File: src/rtl/fde_seq_pkg.sv
// ============================================================================
// Module  : fde_seq_pkg
// Purpose : Shared types for the fetch/decode/execute stage sequencer:
//           the state encoding (also exported on the stage port), its width,
//           and a helper that identifies the states waiting on an engine.
// Rev     : 1.0  initial release
// ============================================================================
`default_nettype none

package fde_seq_pkg;

  localparam int STAGE_W = 3;

  typedef enum logic [STAGE_W-1:0] {
    ST_IDLE   = 3'd0,
    ST_FETCH  = 3'd1,
    ST_DECODE = 3'd2,
    ST_EXEC   = 3'd3,
    ST_DONE   = 3'd4
  } stage_e;

  // True in the states where an engine is running and a done is awaited.
  function automatic logic is_busy(input stage_e s);
    return (s == ST_FETCH) || (s == ST_DECODE) || (s == ST_EXEC);
  endfunction

endpackage

`default_nettype wire

File: src/rtl/fde_stage_timer.sv
// ============================================================================
// Module  : fde_stage_timer
// Purpose : Per-stage watchdog. Counts cycles spent waiting on an engine and
//           flags expiry on the TIMEOUT-th waiting cycle. TIMEOUT = 0 disables.
// Ports   : clock, reset (sync, active-high)
//           i_clear   - restart count (asserted the cycle before a state entry)
//           i_enable  - count while waiting on an engine
//           o_expired - combinational, high in the last allowed waiting cycle
// Rev     : 1.0  initial release
// ============================================================================
`default_nettype none

module fde_stage_timer #(
  parameter int TIMEOUT_W = 16,
  parameter int TIMEOUT   = 1000
) (
  input  logic clock,
  input  logic reset,
  input  logic i_clear,
  input  logic i_enable,
  output logic o_expired
);

  localparam logic                 C_WD_ON = (TIMEOUT != 0);
  localparam logic [TIMEOUT_W-1:0] C_LIMIT = TIMEOUT_W'(TIMEOUT - 1);

  logic [TIMEOUT_W-1:0] r_count;

  // Count reads 0 in the first cycle of a state, so expiry at TIMEOUT-1
  // gives exactly TIMEOUT waiting cycles.
  always_ff @(posedge clock) begin
    if (reset || i_clear) begin
      r_count <= '0;
    end else if (i_enable && C_WD_ON) begin
      r_count <= r_count + 1'b1;
    end
  end

  assign o_expired = C_WD_ON && i_enable && (r_count == C_LIMIT);

endmodule

`default_nettype wire

File: src/rtl/fde_stage_sequencer.sv
// ============================================================================
// Module  : fde_stage_sequencer
// Purpose : Control FSM running the fetch -> decode -> execute loop with
//           ap_ctrl_hs-style start/done handshakes per engine, an iteration
//           counter, and termination on halt, iteration limit, abort or
//           per-stage watchdog timeout.
// Ports   : clock/reset          - single clock, sync active-high reset
//           ap_start/done/ready/idle - top-level block control
//           max_iter             - iteration limit latched at start, 0 = none
//           abort                - terminate the active run
//           {fetch,decode,exec}_start/_done - engine handshakes
//           exec_halt            - with exec_done: program halted
//           iter_count           - completed executes in current/last run
//           stage                - registered state code
//           timeout_err          - sticky watchdog flag for the last run
// Rev     : 1.0  initial release
// ============================================================================
`default_nettype none

module fde_stage_sequencer
  import fde_seq_pkg::*;
#(
  parameter int ITER_W    = 32,
  parameter int TIMEOUT_W = 16,
  parameter int TIMEOUT   = 1000
) (
  input  logic               clock,
  input  logic               reset,
  input  logic               ap_start,
  output logic               ap_done,
  output logic               ap_ready,
  output logic               ap_idle,
  input  logic [ITER_W-1:0]  max_iter,
  input  logic               abort,
  output logic               fetch_start,
  input  logic               fetch_done,
  output logic               decode_start,
  input  logic               decode_done,
  output logic               exec_start,
  input  logic               exec_done,
  input  logic               exec_halt,
  output logic [ITER_W-1:0]  iter_count,
  output logic [STAGE_W-1:0] stage,
  output logic               timeout_err
);

  stage_e              r_state;
  logic                r_fetch_start;
  logic                r_decode_start;
  logic                r_exec_start;
  logic                r_ap_done;
  logic                r_ap_idle;
  logic                r_timeout_err;
  logic [ITER_W-1:0]   r_iter;
  logic [ITER_W-1:0]   r_max_iter;

  stage_e              w_next;
  logic                w_done;
  logic                w_expired;
  logic                w_wd_err;
  logic                w_exec_acc;
  logic                w_limit_hit;
  logic [ITER_W-1:0]   w_iter_inc;

  // Done of the engine owned by the current state; others are ignored.
  always_comb begin
    w_done = 1'b0;
    case (r_state)
      ST_FETCH:  w_done = fetch_done;
      ST_DECODE: w_done = decode_done;
      ST_EXEC:   w_done = exec_done;
      default:   w_done = 1'b0;
    endcase
  end

  assign w_exec_acc  = (r_state == ST_EXEC) && exec_done;
  assign w_iter_inc  = (&r_iter) ? r_iter : r_iter + 1'b1;
  assign w_limit_hit = (r_max_iter != '0) && (w_iter_inc == r_max_iter);
  // A done arriving in the expiry cycle wins over the watchdog.
  assign w_wd_err    = w_expired && !w_done;

  always_comb begin
    w_next = r_state;
    case (r_state)
      ST_IDLE:   if (ap_start) w_next = ST_FETCH;
      ST_FETCH:  if (abort || w_wd_err) w_next = ST_DONE;
                 else if (fetch_done) w_next = ST_DECODE;
      ST_DECODE: if (abort || w_wd_err) w_next = ST_DONE;
                 else if (decode_done) w_next = ST_EXEC;
      ST_EXEC:   if (abort || w_wd_err) w_next = ST_DONE;
                 else if (exec_done) w_next = (exec_halt || w_limit_hit) ? ST_DONE : ST_FETCH;
      ST_DONE:   w_next = ST_IDLE;
      default:   w_next = ST_IDLE;
    endcase
  end

  fde_stage_timer #(
    .TIMEOUT_W (TIMEOUT_W),
    .TIMEOUT   (TIMEOUT)
  ) u_timer (
    .clock     (clock),
    .reset     (reset),
    .i_clear   (w_next != r_state),
    .i_enable  (is_busy(r_state)),
    .o_expired (w_expired)
  );

  // Outputs are registered from the next state so they line up with it.
  always_ff @(posedge clock) begin
    if (reset) begin
      r_state        <= ST_IDLE;
      r_fetch_start  <= 1'b0;
      r_decode_start <= 1'b0;
      r_exec_start   <= 1'b0;
      r_ap_done      <= 1'b0;
      r_ap_idle      <= 1'b1;
      r_timeout_err  <= 1'b0;
      r_iter         <= '0;
      r_max_iter     <= '0;
    end else begin
      r_state        <= w_next;
      r_fetch_start  <= (w_next == ST_FETCH);
      r_decode_start <= (w_next == ST_DECODE);
      r_exec_start   <= (w_next == ST_EXEC);
      r_ap_done      <= (w_next == ST_DONE);
      r_ap_idle      <= (w_next == ST_IDLE);
      if ((r_state == ST_IDLE) && ap_start) begin
        r_max_iter    <= max_iter;
        r_iter        <= '0;
        r_timeout_err <= 1'b0;
      end
      // Abort in the same cycle does not cancel an accepted exec_done.
      if (w_exec_acc) r_iter <= w_iter_inc;
      if (w_wd_err)   r_timeout_err <= 1'b1;
    end
  end

  assign fetch_start  = r_fetch_start;
  assign decode_start = r_decode_start;
  assign exec_start   = r_exec_start;
  assign ap_done      = r_ap_done;
  assign ap_ready     = r_ap_done;
  assign ap_idle      = r_ap_idle;
  assign iter_count   = r_iter;
  assign stage        = r_state;
  assign timeout_err  = r_timeout_err;

endmodule

`default_nettype wire

File: config.mk
export PLATFORM = sky130hd
export DESIGN_NAME = fde_stage_sequencer
export DESIGN_NICKNAME = d
export VERILOG_FILES = /design/src/rtl/fde_seq_pkg.sv /design/src/rtl/fde_stage_timer.sv /design/src/rtl/fde_stage_sequencer.sv
export SDC_FILE = /design/constraint.sdc
export NUM_CORES = 1
export LEC_CHECK = 0
export CORE_MARGIN = 8
export CORE_UTILIZATION = 50
export DETAILED_ROUTE_END_ITERATION = 10
export PLACE_DENSITY_LB_ADDON = 0.3
export SYNTH_ARGS = -nofsm -noshare
export SYNTH_HDL_FRONTEND = slang
export SYNTH_SLANG_ARGS = --single-unit
File: constraint.sdc
create_clock -name clock -period 3.5 [get_ports clock]
set_clock_uncertainty 0.05 [all_clocks]
set_input_delay 0.875 -clock clock [delete_from_list [all_inputs] [get_ports clock]]
set_output_delay 0.875 -clock clock [all_outputs]
set_load 0.02 [all_outputs]
==> impl_results.md <==
* Fin util at 0.653
* H-Tree Depth at 3
* GRT overflow at 0
* DR WL/cell at 20.6 microns
* Crit path DAT at 3.51 ns
* Chip width at 123 microns
* Input/output buffers at 81
* Synth-to-Final Area Change at 29.0%
* Final nets at 914
* FFs w/ async S/R, synth at 0
* Yosys warns at 0
* Flop pwr share at 0.438
* Setup Fix Bufs, Post-CTS at 0
* Largest net degree at the start of global routing at 42
* DP HPWL at 16,200 microns
* FF-to-FF End: fetch_start
* Average size of a mapped cell at 7.56 sq um
* Crit path to: fetch_start
* Reg2Reg Depth at 11
* Core area at 0.0113 sq mm
* Final Wtd Congestion at 1.01
* Gate Count Post-Synth at 757
* Cell Pwr Density at 339 mW/mm^2
* Clock power frac at 0.433
* Commonest non-fill, non-tap cell in the layout: nand2_1
* Worst Setup End Kind: flop
* Non-filler cells, final at 1,020
* Crit Path Class: flop to flop
* Switching share of power at 0.270
* Cell-internal power at 1830 uW
* Row count at 39
* Final period util at 0.948
* Unrepaired setup endpoints after global routing: false
* TritonCTS buffer count at 9
* Final count of negative-setup-slack endpoints at 0
* CTS sink cnt at 89
* Reg2reg setup slack at 0.18 ns
* Synthesized flop and latch total at 89
* Worst setup SP type: flop
* Worst-path clk slew at 0.07 ns
* Seq/Total Area, Yosys at 0.311
* Slew @ Worst Pin at 0.622 ns
* Io pins at 82
* Psw at 675 uW
* Setup TNS at 0 ns
* Share of cells above drive strength 1 at 0.155
* Die area at 0.0151 sq mm
* Number of antenna diodes at 0
* Ys flop type: dfxtp_1
* EDFF count, synth at 0
* CP startpoint: iter_count[1]
* Worst hold-check path type: flop to flop
* Drt pass-1 iters at 6
* Syn Std Cell Area at 0.00573 sq mm
* WP data required at 3.69 ns
* Max FO, Critical Path at 9
* MaxCap Viol Count at 0
* Initial antenna violation count at 0
* Worst-skew pair later-pin latency at 0.35 ns
* CTS tree: yes
* Peak VDD IR at 0.314 mV
* Initial DRC Count at 871
* Vias in the first global route at 5,884
* CP max-delay cell: dfxtp_1
* Leak at 0.00260 uW
* Clock root cell: clkbuf_16
* DP Cell Count at 1,004
* Highest-count cells in the layout ignoring fill and taps: 120 x nand2_1, 89 x dfxtp_1, 82 x buf_4
* Post-Syn Nets at 799
* Comb power frac at 0.130
* Synth unique cells at 82
* Final hold slack at 0.454 ns
* Cell chain of the critical path: ha_4, and4_2, nand3_2, buf_4, a2111oi_4, xnor2_1, o311ai_0, nor4_1, and4_1, o21ai_1, and3_1
* Fmax at 0.301 GHz
* Minimum clock period at 3.32 ns
* Reg-to-Reg Start: iter_count[1]
* Clk buf depth at 2
* CP peak stage delay at 0.49 ns
* Global-route wire length before repair at 32,000 microns
* Height of the die at 123 microns
* Initial core utilization at 0.506
* DRT antenna net count at 0
* Hold_buf cts at 0
* Vias per cell at 6.22
* Slew HR at 0.575
* Final Hold Fails at 0
* Filler cell count at 1,013
* Final WL at 21,000 microns
* Via count at 6,348
* Max-slew violation count at 0
* Status: finished clean
* Total GRT Usage at 0.274
* Remaining DRCs at 0
layer usage:
layer | share of wire | vias to the layer above | global-route usage
met5 | 0 | - | 0
met4 | 0.025 | 0 | 0.106
met3 | 0.091 | 49 | 0.0534
met2 | 0.45 | 310 | 0.429
met1 | 0.43 | 3014 | 0.365
li1 | - | 2975 | -
flip-flops by register name, indices dropped and copies added (netlist names), 3 cells and up:
name / cells
r_max_iter: 32
iter_count: 32
u_timer.r_count: 16
stage: 3
synthesized netlist by cell type (12+ instances only):
master / count / share of area
nand2_1: 120 / 0.079
dfxtp_1: 89 / 0.31
nor2_1: 80 / 0.052
a21oi_1: 65 / 0.057
clkbuf_1: 32 / 0.021
o21ai_0: 32 / 0.028
nor4_1: 27 / 0.030
xnor2_1: 27 / 0.041
xor2_1: 25 / 0.038
nand3_1: 24 / 0.021
nand4_1: 20 / 0.022
nor3_1: 18 / 0.016
inv_1: 13 / 0.0085
a311oi_1: 12 / 0.018
timing repair:
item                                    in CTS  in global routing
pin swaps                                    0                  0
resized for setup                            1                  6
endpoints found under the setup margin       1                  5
worst max-delay path: cells and delay by family (launching register included):
family | cells | cell delay [ns]
compound gates | 3 | 0.72
buf+inv | 1 | 0.19
simple gates | 5 | 1.27
flops | 1 | 0.49
fa+ha+maj | 1 | 0.24
xor+xnor | 1 | 0.25
power by group through the flow:
| stage | Combinational, uW | Sequential (uW) | Clock (uW) |
|---|---|---|---|
| after floorplan | 202 | 1100 | 0 |
| after global placement | 315 | 1110 | 0 |
| after detailed placement | 322 | 1120 | 0 |
| after CTS | 325 | 1090 | 1090 |
| after global routing | 354 | 1100 | 1120 |
| final | 325 | 1100 | 1080 |
cell families after synthesis:
| group | Yosys count | share of synthesized area |
|---|---|---|
| xor+xnor | 52 | 0.0795 |
| mux | 8 | 0.0142 |
| buf+inv | 72 | 0.0629 |
| flops | 89 | 0.311 |
| compound gates | 177 | 0.208 |
| simple gates | 357 | 0.320 |
| fa+ha+maj | 2 | 0.00437 |
through the flow:
stage / setup WS [ns] / total power [uW] / instance area [sq um]
floorplan: 0.401 / 1300 / 5730
global placement: 0.136 / 1430 / 7030
detailed placement: -0.00697 / 1440 / 7030
CTS: 0.0455 / 2510 / 7350
global route: 0.0673 / 2570 / 7390
finish: 0.182 / 2500 / 7390
worst min path at each step:
stage	from	to	slack [ns]	cells past startpoint
after floorplan	r_max_iter[6]	r_max_iter[6]	0.41	2
after global placement	timeout_err	timeout_err	0.43	2
after detailed placement	timeout_err	timeout_err	0.44	2
after CTS	r_max_iter[21]	r_max_iter[21]	0.46	2
after global routing	timeout_err	timeout_err	0.47	2
final	timeout_err	timeout_err	0.45	2
area by class of cell:
cell class	instances	area (sq um)	area share
timing repair buffer	163	1420	0.192
inverter	13	48.8	0.00660
clock buffer	9	225	0.0305
tap	143	179	0.0242
multi-input combinational	596	3630	0.491
clock inverter	7	101	0.0137
sequential	89	1780	0.241
Note: power is estimated with default switching activity, not from simulation.
==> patch (same settings) <==
`TIMEOUT_W` is set to 16 in 2 places; all go to 14.
--- a/src/rtl/fde_stage_timer.sv
+++ b/src/rtl/fde_stage_timer.sv
@@ -12,5 +12,5 @@
 
 module fde_stage_timer #(
-  parameter int TIMEOUT_W = 16,
+  parameter int TIMEOUT_W = 14,
   parameter int TIMEOUT   = 1000
 ) (
--- a/src/rtl/fde_stage_sequencer.sv
+++ b/src/rtl/fde_stage_sequencer.sv
@@ -22,5 +22,5 @@
 #(
   parameter int ITER_W    = 32,
-  parameter int TIMEOUT_W = 16,
+  parameter int TIMEOUT_W = 14,
   parameter int TIMEOUT   = 1000
 ) (
Behaviour: same outputs for any inputs over 10 cycles, from zero or initial values and one cycle with reset high; that may be too few to reach the edited logic, so the function may still have changed.
==> patch against the original RTL <==
  * Routed wire length down 11%
  * Non-clock buffer count down 7
  * Cell count down 8.1%
  * Worst setup slack worse by 0.055 ns
  * Count of clock-buffer cells in the layout up 2
  * Final area down 8.0%
  * Sequential share of layout area up 1.5 points
  * Area after synthesis down 8.7%
  * Critical path depth down 1
  * Largest cell class unchanged
  * Highest routed layer unchanged
  * Power down 14%
  * Sequential cell count down 2
==> patch: results (changes against the original RTL) <==
Outcome - completed
Fillers - 932 (-8.0%)
Clock latency on the worst-skew pair - 0.37 ns (+0.02 ns)
RD Place Congestion - 0.974 (-3.3%)
Worst vdd ir - 0.202 mV (-36%)
Leak Pwr - 2.54 nW (-2.0%)
Top cells by count, synth - nand2_1, dfxtp_1, a21oi_1
Post-Synth Adder-Cell Area - 0.00478 (+0.000414)
Routed met3 length - 1350 um (-30%)
Met2 usage - 0.414 (-0.0146)
Pin count of the biggest net entering global routing - 43 (+2.4%)
Max_slew headroom - 0.556 (-0.0190)
Number of distinct library cells after synthesis - 67 (-18%)
Clk Tree Root Cell - clkbuf_8
Total area of sequential cells - 1740 um^2 (-2.2%)
Reg2reg end - ap_idle
Layout cells sized above 1 - 0.144 (-0.0115)
HPWL after detailed placement - 14800 um (-8.6%)
Number of global-route vias before repair - 5419 (-7.9%)
Post-Layout Cell Count - 937 (-8.1%)
Dpl cell area - 6550 um^2 (-6.8%)
Synth Area in Compound Gates - 0.203 (-0.00473)
Met1 Use GR - 0.345 (-0.0197)
R2r startpoint - iter_count[15]
Inst Count DP - 918 (-8.6%)
Mean routed wirelength per cell - 20.0 um (-3.1%)
Post-Syn Nets - 720 (-9.9%)
Met3 Usage GRT - 0.0566 (+0.00322)
Routed wl met2 - 8550 um (-10%)
==> patch: cell types whose count changed after synthesis, moves of 4 or more <==
cell	unedited run	this run
nand3_1	24	17
nor4_1	27	14
and4_1	10	14
inv_1	13	6
nor2_1	80	60
mux2i_1	7	1
xnor2_1	27	34
buf_6	5	1
buf_2	11	16
o22ai_1	6	0
nand2_1	120	111
buf_4	10	1
==> patch: how the worst min path moves through the flow <==
stage	startpoint	to	slack [ns]
2_1_floorplan	r_max_iter[20]	r_max_iter[20]	0.41
6_report	r_max_iter[25]	r_max_iter[25]	0.45
4_1_cts	r_max_iter[25]	r_max_iter[25]	0.45
3_3_place_gp	r_max_iter[17]	r_max_iter[17]	0.42
3_5_place_dp	r_max_iter[25]	r_max_iter[25]	0.43
5_1_grt	r_max_iter[6]	r_max_iter[6]	0.47
==> patch: final cells by class <==
class | instances | share of cell area
flip-flops and latches | 87 | 0.256
repair buffers | 156 | 0.203
clock buffers | 11 | 0.0223
clock inverters | 5 | 0.00939
well taps | 136 | 0.0250
inverters | 6 | 0.00331
multi-input cells | 536 | 0.480
==> patch: where the power goes <==
part           internal, mW  total (mW)  switching (mW)  leakage (nW)
Sequential             1.02        1.07          0.0470         0.707
Clock                 0.375       0.777           0.402         0.106
Combinational         0.148       0.317           0.170          1.73
Total                  1.54        2.16           0.619          2.54
==> patch: repair_timing <==
item / in CTS / in global routing
setup buffers: 0 / 3
gates resized for setup: 0 / 4
endpoints found under the setup margin: 0 / 6
==> patch: critical path: stages, from the launching register on <==
cell and delay [ns]:
dfxtp_1 0.52, nand4_4 0.16, or4_4 0.59, a211oi_4 0.24, buf_4 0.19, nand4b_1 0.19
a32o_1 0.28, nor4_2 0.28, nand3_1 0.15, a2111oi_2 0.49, nor3_1 0.09
